<file path="config.mk">
export PLATFORM = sky130hd
export DESIGN_NAME = aes_key_sched_ctrl
export DESIGN_NICKNAME = d
export VERILOG_FILES = /design/src/rtl/aes_key_sched_ctrl.sv
export SDC_FILE = /design/constraint.sdc
export NUM_CORES = 2
export LEC_CHECK = 0
export ABC_AREA = 1
export CAP_MARGIN = 20
export CORE_ASPECT_RATIO = 0.6
export CORE_MARGIN = 2
export CORE_UTILIZATION = 26
export CTS_CLUSTER_DIAMETER = 100
export DETAILED_ROUTE_END_ITERATION = 16
export PLACE_DENSITY = 0.5
export REMOVE_ABC_BUFFERS = 1
export SETUP_SLACK_MARGIN = 0.05
export SLEW_MARGIN = 10
export SYNTH_ARGS = -nofsm -noshare
export SYNTH_HDL_FRONTEND = slang
export SYNTH_SLANG_ARGS = --single-unit
</file>
<file path="constraint.sdc">
create_clock -name clk -period 8.6 [get_ports clk]
set_input_delay 1.29 -clock clk [delete_from_list [all_inputs] [get_ports clk]]
set_output_delay 1.29 -clock clk [all_outputs]
set_load 0.02 [all_outputs]
</file>
<file path="src/rtl/aes_key_sched_ctrl.sv">
// rtl/aes_key_sched_ctrl.sv - AES-128 key schedule sequencer with an 11x128 round-key file
// Drives an external single-round transform ten times and serves RK0..RK10 through a read port.
module aes_key_sched_ctrl #(
  parameter int TIMEOUT_CYC = 64,
  parameter bit RD_REG      = 1'b1
) (
  input  logic         clk,
  input  logic         rst_n,
  input  logic         key_valid_i,
  input  logic [127:0] key_i,
  output logic         key_ready_o,
  input  logic         abort_i,
  output logic         tf_start_o,
  output logic [127:0] tf_key_o,
  output logic [3:0]   tf_round_o,
  input  logic         tf_done_i,
  input  logic [127:0] tf_key_i,
  input  logic [3:0]   rd_idx_i,
  output logic [127:0] rd_data_o,
  output logic         busy_o,
  output logic         keys_valid_o,
  output logic         done_o,
  output logic         error_o
);

  typedef enum logic [1:0] {
    S_IDLE,
    S_START,
    S_WAIT,
    S_DONE
  } state_t;

  localparam int WD_W = (TIMEOUT_CYC > 1) ? $clog2(TIMEOUT_CYC) : 1;
  localparam logic [WD_W-1:0] WD_LAST = WD_W'((TIMEOUT_CYC > 0) ? (TIMEOUT_CYC - 1) : 0);

  state_t          state;
  state_t          state_nxt;
  logic [127:0]    rf [11];
  logic [WD_W-1:0] wd_cnt;
  logic            wd_expired;
  logic [3:0]      rk_wr_idx;

  logic accept;
  logic rk_we;
  logic round_inc;
  logic wd_clr;
  logic wd_inc;
  logic kv_set;

  assign rk_wr_idx  = tf_round_o + 4'd1;
  // The counter value seen in the last allowed WAIT cycle is TIMEOUT_CYC-1.
  assign wd_expired = (TIMEOUT_CYC != 0) && (wd_cnt == WD_LAST);

  always_ff @(posedge clk) begin
    if (!rst_n) begin
      state <= S_IDLE;
    end else begin
      state <= state_nxt;
    end
  end

  always_comb begin
    state_nxt   = state;
    key_ready_o = 1'b0;
    tf_start_o  = 1'b0;
    busy_o      = 1'b0;
    done_o      = 1'b0;
    error_o     = 1'b0;
    accept      = 1'b0;
    rk_we       = 1'b0;
    round_inc   = 1'b0;
    wd_clr      = 1'b0;
    wd_inc      = 1'b0;
    kv_set      = 1'b0;
    case (state)
      S_IDLE: begin
        key_ready_o = 1'b1;
        if (key_valid_i) begin
          accept    = 1'b1;
          state_nxt = S_START;
        end
      end
      S_START: begin
        tf_start_o = 1'b1;
        busy_o     = 1'b1;
        wd_clr     = 1'b1;
        state_nxt  = abort_i ? S_IDLE : S_WAIT;
      end
      S_WAIT: begin
        busy_o = 1'b1;
        wd_inc = 1'b1;
        // Abort outranks a coincident result so a cancelled round never lands in the file.
        if (abort_i) begin
          state_nxt = S_IDLE;
        end else if (tf_done_i) begin
          rk_we = 1'b1;
          if (tf_round_o == 4'd9) begin
            state_nxt = S_DONE;
          end else begin
            round_inc = 1'b1;
            state_nxt = S_START;
          end
        end else if (wd_expired) begin
          error_o   = 1'b1;
          state_nxt = S_IDLE;
        end
      end
      S_DONE: begin
        done_o    = 1'b1;
        kv_set    = 1'b1;
        state_nxt = S_IDLE;
      end
      default: state_nxt = S_IDLE;
    endcase
  end

  always_ff @(posedge clk) begin
    if (!rst_n) begin
      tf_key_o     <= '0;
      tf_round_o   <= '0;
      keys_valid_o <= 1'b0;
      wd_cnt       <= '0;
      for (int i = 0; i < 11; i++) begin
        rf[i] <= '0;
      end
    end else begin
      if (accept) begin
        rf[0]        <= key_i;
        tf_key_o     <= key_i;
        tf_round_o   <= '0;
        keys_valid_o <= 1'b0;
      end
      if (rk_we) begin
        rf[rk_wr_idx] <= tf_key_i;
        tf_key_o      <= tf_key_i;
      end
      if (round_inc) begin
        tf_round_o <= tf_round_o + 4'd1;
      end
      if (kv_set) begin
        keys_valid_o <= 1'b1;
      end
      if (wd_clr) begin
        wd_cnt <= '0;
      end else if (wd_inc && (TIMEOUT_CYC != 0)) begin
        wd_cnt <= wd_cnt + 1'b1;
      end
    end
  end

  logic [127:0] rd_sel;

  always_comb begin
    rd_sel = '0;
    for (int i = 0; i < 11; i++) begin
      if (rd_idx_i == 4'(i)) begin
        rd_sel = rf[i];
      end
    end
  end

  generate
    if (RD_REG) begin : g_rd_reg
      logic [127:0] rd_q;
      always_ff @(posedge clk) begin
        if (!rst_n) begin
          rd_q <= '0;
        end else begin
          rd_q <= rd_sel;
        end
      end
      assign rd_data_o = rd_q;
    end else begin : g_rd_comb
      assign rd_data_o = rd_sel;
    end
  endgenerate

endmodule

</file>
Word-level counts from Yosys, hierarchy flattened
Memories as Yosys holds them, arrays and structs flattened.
Index checks and enable logic that the tools add are counted.
{"block": "op_classes", "add_sub_neg": 2, "n_eq_ne": 17, "reduce_logical": 9, "mux": 53, "n_bitwise": 2}
{"operator": "$mux W128", "count": 15}
{"operator": "$reduce_or A128 Y1", "count": 1}
{"operator": "$mux W1", "count": 28}
{"operator": "$eq A4 B3 Y1 const B", "count": 4}
{"operator": "$eq A4 B4 Y1 const B", "count": 4}
{"operator": "$mux W2", "count": 6}
{"operator": "$mux W4", "count": 3}
{"operator": "$eq A4 B2 Y1 const B", "count": 2}
{"operator": "$pmux W2 S4", "count": 1}
{"operator": "$add A6 B1 Y6 const B", "count": 1}
{"operator": "$eq A6 B6 Y1 const B", "count": 1}
{"operator": "$reduce_bool A2 Y1", "count": 3}
{"operator": "$add A4 B1 Y4 const B", "count": 1}
{"operator": "$eq A2 B2 Y1 const B", "count": 2}
{"operator": "$eq A4 B1 Y1 const B", "count": 1}
{"operator": "$logic_not A4 Y1", "count": 1}
{"operator": "$ne A4 B4 Y1 const B", "count": 1}
{"operator": "$reduce_or A2 Y1", "count": 2}
{"operator": "$eq A2 B1 Y1 const B", "count": 1}
{"operator": "$logic_not A2 Y1", "count": 1}
{"operator": "$ne A2 B2 Y1 const B", "count": 1}
{"operator": "$reduce_and A2 Y1", "count": 1}
{"operator": "$not A1 Y1", "count": 1}
{"operator": "$or A1 B1 Y1", "count": 1}
{"block": "totals", "mem_bits_rw": 1408, "mem_count": 1, "word_cells": 90, "register_bits": 269, "output_inout_bits": 266, "input_bits": 265}
{"name": "rf", "depth": 11, "word_bits": 128, "rd": 11, "rd_ports_with_merged_regs": 0, "write_ports": 11, "line": "38", "text": "logic [127:0] rf [11];"}

Depth between registers and ports, before layout
{"block": "logic_depth", "word_depth": 12, "ltp_mapped": 15, "ltp_nobuf": 13}

Worst setup path after synthesis
Ideal clock, no wire load.
{"block": "synth_path", "path_type": "input to register", "startpoint": "in rst_n", "endpoint": "mem rf[9][0] (enable)", "required_time_ns": 7.984, "arrival_time_ns": 7.380, "setup_ns": 0.616, "path_buffers": 1, "path_stages": 8, "path_slack_ns": 0.603, "path_cell_list": "buf_2 inv_2 nor2_1 nand2_1 inv_2 a21oi_2 nand2_1 nor2_1"}
{"element": "start: declaration", "line": "8", "text": "input logic rst_n,"}
{"element": "end: declaration", "line": "38"}

==> flow_summary.ini <==
[status]
outcome = complete, no violations

[power_and_ir_drop]
irDropWorstVdd_mv = 0.1448
power_density_nw_per_um2 = 217.8
leakage_nw = 32.44

[floorplanning]
core_area_um2 = 271500
start_util_pct = 26.19
die_h_um = 409.1
fp.dieW_um = 679.1
die_area_um2 = 277800
ios = 531
rows = 148

[sta]
fin_crit_ns = 5.386
final.setup.tns_ns = 0
grt_setup_unrepaired = false
max_slew.worst_pin.slew_ns = 1.215
hold_violations = 0
fmaxAchievable_mhz = 185.7
finalSetupViolCount = 0
max_slew_margin_pct = 19.00
min_period_over_period_pct = 62.63
slew_viol_final = 0
fin_skew_ns = 0.08087

[logic_synthesis]
yosys.area_share.adder_pct = 0.1232
synth_simple_gate_area_share_pct = 23.19
avgSynthCellArea_um2 = 9.540
synth-seq-cells = 1677
synth_warnings = 0
post_synth_instance_area_um2 = 71100
synthMuxAreaShare_pct = 0
syn-instance-count = 7453
synth_cell_types = 33
synthXorXnorAreaFrac_pct = 0.02464
yosysSeqAreaShare_pct = 65.24
synth_top_family_by_area = simple AND/OR/NAND/NOR gates
synth-compound-area-share_pct = 4.561

[clock_tree]
clock-sinks = 1677
path_clk_slew_ns = 0.06
cts_setup_buffers = 0
ctsHoldBuffers = 0
htreeDepth = 4
ctsResizeCount = 0
cts-root-buf = clkbuf_16
cts_buffer_depth = 4
cts_tree = built
clock_latency_ns = 0.85
cts_buffers = 179

[drt]
num_vias = 53850
wl_mm = 247.9
drtAntennaViolNets = 0
viasPerCell = 4.679
drc = 0
firstDrtPassIters = 6
drt-wirelength-per-cell_um = 21.54
first_iter_violations = 5692

[setup_path]
slowest_delay_ns = 0.99
cpMaxStageDelayCell = inv_6
start_kind = input port
path_cells = buf_8, clkinv_2, buf_4, nor2_1, nand2_1, inv_6, a21oi_2, nand3_4, inv_6, buf_4, nor2_1, nor2_1
end_kind = flop
crit_path_frequent_cell = nor2_1
critPathKind = in -> reg
crit_required_ns = 9.32
cp_max_fo = 71
cp_data_arrival_time_ns = 6.10

[final_layout]
post-route-util_pct = 31.63
nFillCells = 27740
nets = 8034
regArea_um2 = 46380
stdcell_area_um2 = 85870
syn_to_final_growth_pct = 20.78
layout_commonest_cell = nor2_1
final_layout_size_suffix_gt1_share_pct = 6.746
layout_common_cells = nor2_1, edfxtp_1, nand2_1, nand3_1, inv_1
multiInputGateArea_um2 = 20080

[placed_design]
dp_hpwl_mm = 144.0
gp_congestion = 0.7899
place_area_um2 = 79940
portBuffers = 530

[grt]
grt-ovfl-total = 0
grt_max_degree = 145
antenna_found_initial = 13
grt_pass1_vias = 52120
track_usage_pct = 17.31
grt_pass1_wl_mm = 359.3

[worst_hold_path]
min_path_type = reg -> reg

[run]
max-cap-violations = 0
==> final timing paths <==
kind	slack [ns]	to	from	cells past startpoint
setup reg to reg	3.45	rf[10][66]	state[0]	13
hold / removal	0.47	tf_key_o[43]	tf_key_o[43]	2
hold reg to reg	0.47	tf_key_o[43]	tf_key_o[43]	2
setup / recovery	3.21	rf[10][66]	rst_n	12
==> synth_stat cells, drive strengths merged <==
master | n | area (µm²)
clkinv | 87 | 326.6
a22o | 69 | 604.3
edfxtp | 1280 | 38440
buf | 172 | 853.3
o32ai | 1 | 8.760
a211oi | 1 | 7.510
nor4 | 1 | 6.260
o21ai | 324 | 1622
nand2 | 1116 | 4192
nand4 | 150 | 938.4
inv | 669 | 2511
a21oi | 128 | 644.4
a31oi | 33 | 206.5
nor3b | 1 | 7.510
xor2 | 2 | 17.52
dfxtp | 397 | 7948
ha | 7 | 87.58
nand3 | 838 | 4194
clkbuf | 316 | 1186
o22ai | 24 | 150.1
nor3 | 6 | 35.03
or2 | 91 | 569.3
nor2 | 1740 | 6550
==> flip-flops by register name (all words and copies together), names as in the netlist <==
signal and count:
state 2, tf_key_o 128, keys_valid_o 1, rd_data_o 128
rf 1408, tf_round_o 4, wd_cnt 6
==> report_power, final <==
part,switching (mW),leakage (nW),internal (mW)
logic,1.13,13.1,0.472
clock network,3.37,2.88,4.56
registers,0.110,16.5,9.07
total,4.61,32.4,14.1
==> stage by stage <==
step	total power, mW	cells	hold WS, ns	worst slack [ns]
2_1_floorplan	10.12	6965	0.4495	-11.88
3_3_place_gp	10.95	11180	0.4544	2.451
5_1_grt	19.34	11510	0.4897	2.884
6_report	18.71	11510	0.4705	3.214
4_1_cts	18.90	11500	0.4740	3.212
3_5_place_dp	10.97	11180	0.4626	2.362
==> layer usage <==
metal  global-route usage, %  routed length [µm]  up-vias
li1                        -                   -    25190
met1                   25.38              116700    26500
met2                   26.54              108500     1900
met3                   3.019               18000      261
met4                   3.771                4612        0
met5                       0                   0        -
==> worst max-delay path: cells and delay by family <==
family                 cells  cell delay [ns]
buffers and inverters      6             2.98
AND/OR/NAND/NOR            5             1.36
AO/OA/AOI/OAI              1             0.32
==> area by class of cell <==
cell class / instances / area share, %
multi-input cells: 4532 / 23.39
repair buffers: 616 / 7.171
inverters: 756 / 3.338
flip-flops and latches: 1677 / 54.01
clock inverters: 74 / 0.8451
clock buffers: 246 / 5.978
well taps: 3600 / 5.245
diodes: 7 / 0.02040
==> kinds of logic (layout without fill, tap and decap cells) <==
group                    Yosys count  in the layout
AO/OA/AOI/OAI                    580            580
XOR/XNOR                           2              2
adder cells (fa/ha/maj)            7              7
buffers and inverters           1244           1692
flip-flops                      1677           1677
other                              0              7
AND/OR/NAND/NOR                 3943           3943
(Power assumes the default switching activity.)
